--- src/rtl/sevenseg_pkg.sv ---
`default_nettype none
// ============================================================================
// sevenseg_pkg : display code type, constants and builders for the scan ctl
// Rev 1.0
// ============================================================================
package sevenseg_pkg;

    typedef struct packed {
        logic       blank;
        logic       dp;
        logic       dash;
        logic [3:0] val;
    } disp_code_t;

    localparam logic [6:0] DISP_BLANK = 7'b1000000;
    localparam logic [6:0] DISP_DASH  = 7'b0010000;

    function automatic disp_code_t disp_digit(input logic [3:0] val, input logic dp);
        disp_code_t c;
        c       = '0;
        c.val   = val;
        c.dp    = dp;
        return c;
    endfunction

    function automatic disp_code_t disp_from_bits(input logic [6:0] bits);
        return disp_code_t'(bits);
    endfunction

    // A plain zero has no blank, dp or dash flag and a zero value.
    function automatic logic is_plain_zero(input disp_code_t c);
        return (c.blank == 1'b0) && (c.dp == 1'b0) && (c.dash == 1'b0) && (c.val == 4'd0);
    endfunction

endpackage
`default_nettype wire

--- src/rtl/sevenseg_lzb.sv ---
`default_nettype none
// ============================================================================
// sevenseg_lzb : combinational leading-zero blanker over a full frame
// Rev 1.0
// ============================================================================
module sevenseg_lzb
    import sevenseg_pkg::*;
#(
    parameter int NDIGITS = 8
) (
    input  logic [7*NDIGITS-1:0] frame,
    input  logic                 lzb_en,
    output logic [7*NDIGITS-1:0] frame_blanked
);

    // w_run[i]: blanking is on and digits NDIGITS-1 down to i are all plain zeros
    logic [NDIGITS:1] w_run;

    assign w_run[NDIGITS] = lzb_en;

    for (genvar i = 1; i < NDIGITS; i++) begin : g_digit
        disp_code_t w_code;
        assign w_code                = disp_from_bits(frame[7*i +: 7]);
        assign w_run[i]              = w_run[i+1] & is_plain_zero(w_code);
        assign frame_blanked[7*i +: 7] = w_run[i] ? (frame[7*i +: 7] | DISP_BLANK)
                                                  : frame[7*i +: 7];
    end

    // Digit 0 always shows so an all-zero frame reads "0".
    assign frame_blanked[6:0] = frame[6:0];

endmodule
`default_nettype wire

--- src/rtl/sevenseg_scan_ctl.sv ---
`default_nettype none
// ============================================================================
// sevenseg_scan_ctl : double-buffered multiplexed seven-segment scan controller
// Rev 1.0
// ============================================================================
module sevenseg_scan_ctl
    import sevenseg_pkg::*;
#(
    parameter int NDIGITS     = 8,
    parameter int REFRESH_DIV = 100000,
    parameter int GUARD       = 2
) (
    input  logic                 clk,
    input  logic                 rst,
    input  logic [7*NDIGITS-1:0] digits_in,
    input  logic                 load,
    input  logic                 lzb_en,
    output logic [6:0]           d_out,
    output logic [NDIGITS-1:0]   an_n,
    output logic                 pending,
    output logic                 frame_tick
);

    localparam int CW = $clog2(REFRESH_DIV);
    localparam int SW = $clog2(NDIGITS);
    localparam int FW = 7 * NDIGITS;

    localparam logic [CW-1:0] CNT_LAST   = CW'(REFRESH_DIV - 1);
    localparam logic [CW-1:0] CNT_GUARD  = CW'(GUARD);
    localparam logic [SW-1:0] SLOT_LAST  = SW'(NDIGITS - 1);
    localparam logic [FW-1:0] FRAME_BLNK = {NDIGITS{DISP_BLANK}};

    logic [CW-1:0]      r_cnt;
    logic [SW-1:0]      r_slot;
    logic [FW-1:0]      r_frame;
    logic [FW-1:0]      r_shadow;
    logic               r_wrap;

    logic               w_cnt_tc;
    logic               w_boundary;
    logic [FW-1:0]      w_blanked;
    logic [6:0]         w_sel;
    logic [NDIGITS-1:0] w_an_n;

    assign w_cnt_tc   = (r_cnt == CNT_LAST);
    assign w_boundary = w_cnt_tc && (r_slot == SLOT_LAST);

    sevenseg_lzb #(
        .NDIGITS (NDIGITS)
    ) u_lzb (
        .frame         (r_frame),
        .lzb_en        (lzb_en),
        .frame_blanked (w_blanked)
    );

    always_comb begin
        w_sel  = DISP_BLANK;
        w_an_n = '1;
        for (int i = 0; i < NDIGITS; i++) begin
            if (r_slot == SW'(i)) begin
                w_sel     = w_blanked[7*i +: 7];
                w_an_n[i] = (r_cnt < CNT_GUARD);
            end
        end
    end

    always_ff @(posedge clk) begin
        if (rst) begin
            r_cnt      <= '0;
            r_slot     <= '0;
            r_frame    <= FRAME_BLNK;
            r_shadow   <= FRAME_BLNK;
            r_wrap     <= 1'b0;
            pending    <= 1'b0;
            d_out      <= DISP_BLANK;
            an_n       <= '1;
            frame_tick <= 1'b0;
        end else begin
            r_cnt <= w_cnt_tc ? '0 : r_cnt + 1'b1;
            if (w_cnt_tc) begin
                r_slot <= (r_slot == SLOT_LAST) ? '0 : r_slot + 1'b1;
            end

            // Frame only swaps at the boundary; a coincident load bypasses the shadow.
            if (w_boundary) begin
                if (load) begin
                    r_frame <= digits_in;
                end else if (pending) begin
                    r_frame <= r_shadow;
                end
                pending <= 1'b0;
            end else if (load) begin
                r_shadow <= digits_in;
                pending  <= 1'b1;
            end

            r_wrap     <= w_boundary;
            d_out      <= w_sel;
            an_n       <= w_an_n;
            frame_tick <= r_wrap;
        end
    end

endmodule
`default_nettype wire

--- config.mk ---
export PLATFORM = sky130hd
export DESIGN_NAME = sevenseg_scan_ctl
export DESIGN_NICKNAME = d
export VERILOG_FILES = /design/src/rtl/sevenseg_pkg.sv /design/src/rtl/sevenseg_lzb.sv /design/src/rtl/sevenseg_scan_ctl.sv
export SDC_FILE = /design/constraint.sdc
export NUM_CORES = 1
export LEC_CHECK = 0
export BUFFER_PORTS_ARGS = -buffer_cell sky130_fd_sc_hd__buf_4
export CAP_MARGIN = 10
export CORE_ASPECT_RATIO = 1.75
export CORE_MARGIN = 4
export CORE_UTILIZATION = 42
export DETAILED_ROUTE_END_ITERATION = 16
export PLACE_DENSITY = 0.65
export SLEW_MARGIN = 20
export SYNTH_ARGS = -nofsm -noshare
export SYNTH_HDL_FRONTEND = slang
export SYNTH_SLANG_ARGS = --single-unit
--- constraint.sdc ---
create_clock -name clk -period 3.3 [get_ports clk]
set_input_delay 0.33 -clock clk [delete_from_list [all_inputs] [get_ports clk]]
set_output_delay 0.33 -clock clk [all_outputs]
set_load 0.03 [all_outputs]
# After elaboration in Yosys (flattened, before gate mapping)
# Cells that the tools add are included.
dict set report totals {
  ramBits 0
  input_bits 60
  latch_bits 0
  register_bits 150
  memories 0
  romBits 0
}
dict set report classes {
  mul 0
  muxes 18
  n_eq_ne 8
  n_bitwise 37
  n_shift 0
  div 0
  order_cmp 1
  n_reduce_logical 43
  add_sub_neg 2
}
# cell n
set op_table {}
lappend op_table {{56-bit 2-to-1 mux} 2}
lappend op_table {{7-bit 2-to-1 mux} 15}
lappend op_table {{1-bit inverter} 30}
lappend op_table {{4-bit logical NOT} 7}
lappend op_table {{1-bit logical AND} 22}
lappend op_table {{2-bit OR reduction} 10}
lappend op_table {{17-bit by 1-bit adder with 17-bit output, second input constant} 1}
lappend op_table {{17-bit equality test, second input constant} 1}
lappend op_table {{17-bit by 2-bit < comparator with 1-bit output, second input constant} 1}
lappend op_table {{3-bit equality test, second input constant} 4}
lappend op_table {{1-bit AND} 7}
lappend op_table {{3-bit by 2-bit equality test with 1-bit output, second input constant} 2}
lappend op_table {{2-bit AND reduction} 2}
lappend op_table {{3-bit by 1-bit adder with 3-bit output, second input constant} 1}
lappend op_table {{3-bit by 1-bit equality test with 1-bit output, second input constant} 1}
lappend op_table {{3-bit logical NOT} 1}
lappend op_table {{3-bit 2-to-1 mux} 1}
lappend op_table {{2-bit nonzero test} 1}

# Logic depth before layout (Yosys ltp)
dict set report logic_depth {
  depth_word 19
  ltp_mapped 9
}

# Cells and area by module
# From an unflattened synthesis, not the netlist that was laid out.
dict set report hier_totals {
  cells_unflattened 920
  area_unflattened_um2 8131.5
}
# module instances seq_area_each_um2 cells_per_inst area_each_um2
set modules_own_cells {}
lappend modules_own_cells {sevenseg_scan_ctl 1 3002.9 845 7563.5}
lappend modules_own_cells {sevenseg_lzb 1 0.0 75 568.0}

# Worst setup path after synthesis
# No wires, ideal clock.
dict set report synth_timing {
  kind {register to register}
  startpoint {reg r_slot[0]}
  endpoint {reg r_shadow[0]}
  stages_incl_launch_ff 10
  t_arrival_ns 2.003
  period_less_slack_ns 2.073
  setup_ns 0.070
  setup_slack_ns 1.227
  cell_sequence {dfxtp_1 > ha_1 > ha_1 > inv_1 > clkbuf_1 > o31a_1 > clkbuf_1 > clkbuf_1 > nand2_1 > a21oi_1}
}
dict set report synth_between {
  elab_chain_cells 4
}
# element line_no
set synth_lines {}
lappend synth_lines {{start: declaration} sevenseg_scan_ctl.sv:34} ;# logic [SW-1:0] r_slot;
lappend synth_lines {{start signal: assignment} sevenseg_scan_ctl.sv:81} ;# r_slot <= (r_slot == SLOT_LAST) ? '0 : r_slot + 1'b1;
lappend synth_lines {{3-bit equality test} sevenseg_scan_ctl.sv:46} ;# assign w_boundary = w_cnt_tc && (r_slot == SLOT_LAST);
lappend synth_lines {{1-bit logical AND} sevenseg_scan_ctl.sv:46}
lappend synth_lines {{1-bit inverter (no source line)} -}
lappend synth_lines {{2-bit AND reduction (no source line)} -}
lappend synth_lines {{end signal: assignment} sevenseg_scan_ctl.sv:93} ;# r_shadow <= digits_in;
lappend synth_lines {{end: declaration} sevenseg_scan_ctl.sv:36} ;# logic [FW-1:0] r_shadow;
# Every way passes these cells.
# A chain may end at the register's enable or synchronous reset.

# Final worst setup path
dict set report layout_timing {
  startpoint {reg r_slot[1]}
  endpoint {reg r_frame[55]}
}
dict set report layout_between {
  elab_chain_cells 3
}
# element line_no
set layout_lines {}
lappend layout_lines {{3-bit equality test} sevenseg_scan_ctl.sv:46}
lappend layout_lines {{1-bit logical AND} sevenseg_scan_ctl.sv:46}
lappend layout_lines {{2-bit AND reduction (no source line)} -}
lappend layout_lines {{end signal: assignment} sevenseg_scan_ctl.sv:87} ;# r_frame <= digits_in;
lappend layout_lines {{end signal: assignment} sevenseg_scan_ctl.sv:89} ;# r_frame <= r_shadow;
lappend layout_lines {{end: declaration} sevenseg_scan_ctl.sv:35} ;# logic [FW-1:0] r_frame;
# Every way passes these cells.

==> results.txt <==
Ranking of synthesized cells by area = dfxtp_1 46%, nand2_1 8.8%, mux2i_1 8.6%
Kind of critical path = reg2reg
Count of final max-slew check failures = 0
Fin crit period = 2.71 ns
First-pass GRT wire length = 26.1 mm
Maximum VDD drop = 315 uV
Slew at the pin with the worst max-slew slack = 0.803 ns
Cell area after synthesis = 6510 um2
TNS Setup = 0 ns
N_diodes = 0
Crit-path slowest cell = or4_1
Biggest cell delay along the critical path = 0.86 ns
Vias/cell = 5.40
Die Y = 173 um
Clock Latency Late Sink = 0.42 ns
CP arrival = 3.02 ns
Top delay family on crit path = simple AND/OR/NAND/NOR gates
Post CTS Setup Buffer Count = 0
Multi-input logic area = 3250 um2
Placed cell count = 981
Post-synthesis sequential area ratio = 46.1%
FF/Latch Area = 3000 um2
CP dominant cell by count = ha_1
Pleak = 0.00299 uW
Synth cell types = 50
Max Clock Freq = 0.369 GHz
Largest net degree at the start of global routing = 97
Mean Syn Cell Area = 8.47 um2
GRT Total Usage = 18.8%
Skew final = 0.0118 ns
DR iter-0 viols = 380
Syn Nets = 836
PortBufs = 76
Grt ovf = 0
WL per Instance = 16.0 um
Fin cells = 1,013
CTS clk-pin slew, worst paths = 0.07 ns
Total CTS buffers = 17
Die Span X = 102 um
Number of flops mapped to enable cells by yosys = 0
Placeable Area = 15,300 um2
RSZ-0062 raised after global routing = false
Async SR Flop Fraction = 0%
Tcrit/Tclk final = 82.2%
DRC = 0
Worst hold-check path type = in2reg
Crit path required time = 3.61 ns
Worst-case clock buffer depth = 2
Buffers plus inverters on the worst setup path = 1
IO Count = 77
Cell type with the largest total area after synthesis = dfxtp_1
Final core utilization = 50.6%
Type of origin of the critical path = register
Vias in the first global route = 5,226
Clock sink count = 150
Status = complete, no violations
CP Cell Sequence = ha_1 > ha_1 > inv_1 > or4_1 > a211o_1
R2r setup slk = 0.59 ns
Endpoints failing setup = 0
Total of max-cap violations = 0
Initial core utilization = 42.5%
Synth Instances = 769
Post-synth top cells = 153 x nand2_1, 150 x dfxtp_1, 84 x nor2_1
Nets = 881
Yosys reg bits = 150
Layout cell share with drive strength beyond 1 = 15.4%
Top-count cell post-synth = nand2_1
Root Driver = clkbuf_16
Pre-Repair DR Iteration Count = 5
ANT nets after route = 0
Critical Path Fanout Max = 16
PwrDens = 528 nW/um2
WHS = 0.129 ns
Final WL = 16.3 mm
Final HPWL from detailed placement = 11.5 mm
Die Area = 17,600 um2
Hold_buf cts = 0
Hold Violations, Final = 0
Initial antenna violation count = 0
# fillers = 1,517
P&R area growth vs syn = 19.1%
Top cell type's share of synthesized area = 46.1%
Relative slew slack = 46.2%
Routability cong. = 0.860
Dominant synthesized flop cell = dfxtp_1
Warnings, synthesis = 0
Via count = 5,474
Crit. End Element = register
Std cell rows = 60
CTS tree = built
Maximum level of the CTS H-tree = 4
CTS resizes = 0
sequential cells by signal, indices dropped and copies added (netlist names):
register,cells
r_cnt,17
r_slot,3
r_shadow,56
pending,1
r_wrap,1
d_out,7
an_n,8
frame_tick,1
r_frame,56
placed cells by master, fill, tap and decap left out, types with 4 or more instances in the layout:
cell type,n
nand3_1,10
nor2b_1,4
dfxtp_1,150
clkbuf_16,17
mux2i_1,56
and4_1,4
buf_4,83
nor2_1,84
nor4_1,9
o211ai_1,8
ha_1,7
inv_1,9
nand2_1,153
xor2_1,8
a211oi_1,50
nand3b_1,8
xnor2_1,7
o21ai_0,10
nor3_1,10
a21o_1,4
inv_6,6
a211o_1,8
o221ai_1,4
a21oi_1,67
logic make-up (layout without fill, tap and decap cells):
logic type / Yosys count / count (layout) / share of synthesized area, %
and+or+nand+nor: 305 / 305 / 20.7
AOI/OAI and AO/OA: 168 / 168 / 16.8
DFF: 150 / 150 / 46.1
buffers and inverters: 68 / 126 / 4.38
muxes: 56 / 56 / 8.61
xor gates and xnor gates: 15 / 15 / 2.02
adders and majority gates: 7 / 7 / 1.35
through the flow:
step	worst slack [ns]	power (uW)	area [um2]
floorplan	1.23	2070	6510
global placement	0.705	2190	7160
detailed placement	0.645	2190	7160
CTS	0.626	4140	7750
global route	0.381	4240	7750
finish	0.587	4100	7750
where the power goes:
group | total (uW) | switching, uW | internal, uW
registers | 1880 | 21.6 | 1850
clock network | 1950 | 817 | 1130
logic | 269 | 150 | 119
total | 4100 | 989 | 3110
routing by layer:
metal / GRT usage [%] / vias up / routed length [um]
met1: 21.1 / 2558 / 6290
met3: 3.84 / 32 / 595
li1: - / 2772 / -
met4: 8.10 / 0 / 553
met5: 0 / - / 0
met2: 33.3 / 112 / 8810
final cells by class:
| type | count | area share (%) |
|---|---|---|
| repair buffers | 84 | 8.29 |
| multi-input cells | 551 | 41.9 |
| clock buffers | 17 | 5.49 |
| inverters | 10 | 0.484 |
| well taps | 186 | 3.00 |
| flip-flops and latches | 150 | 38.7 |
| clock inverters | 15 | 2.15 |
final timing paths:
check / to / cells after the start / startpoint
max: r_frame[55] / 5 / r_slot[1]
min: r_shadow[13] / 3 / digits_in[13]
max reg2reg: r_frame[55] / 5 / r_slot[1]
min reg2reg: r_shadow[22] / 2 / r_shadow[22]
worst min-delay path, cell delays in order:
cell	delay [ns]
buf_4	0.09
nand2_1	0.04
nand3b_1	0.07
Power figures use the tool's default switching activity.
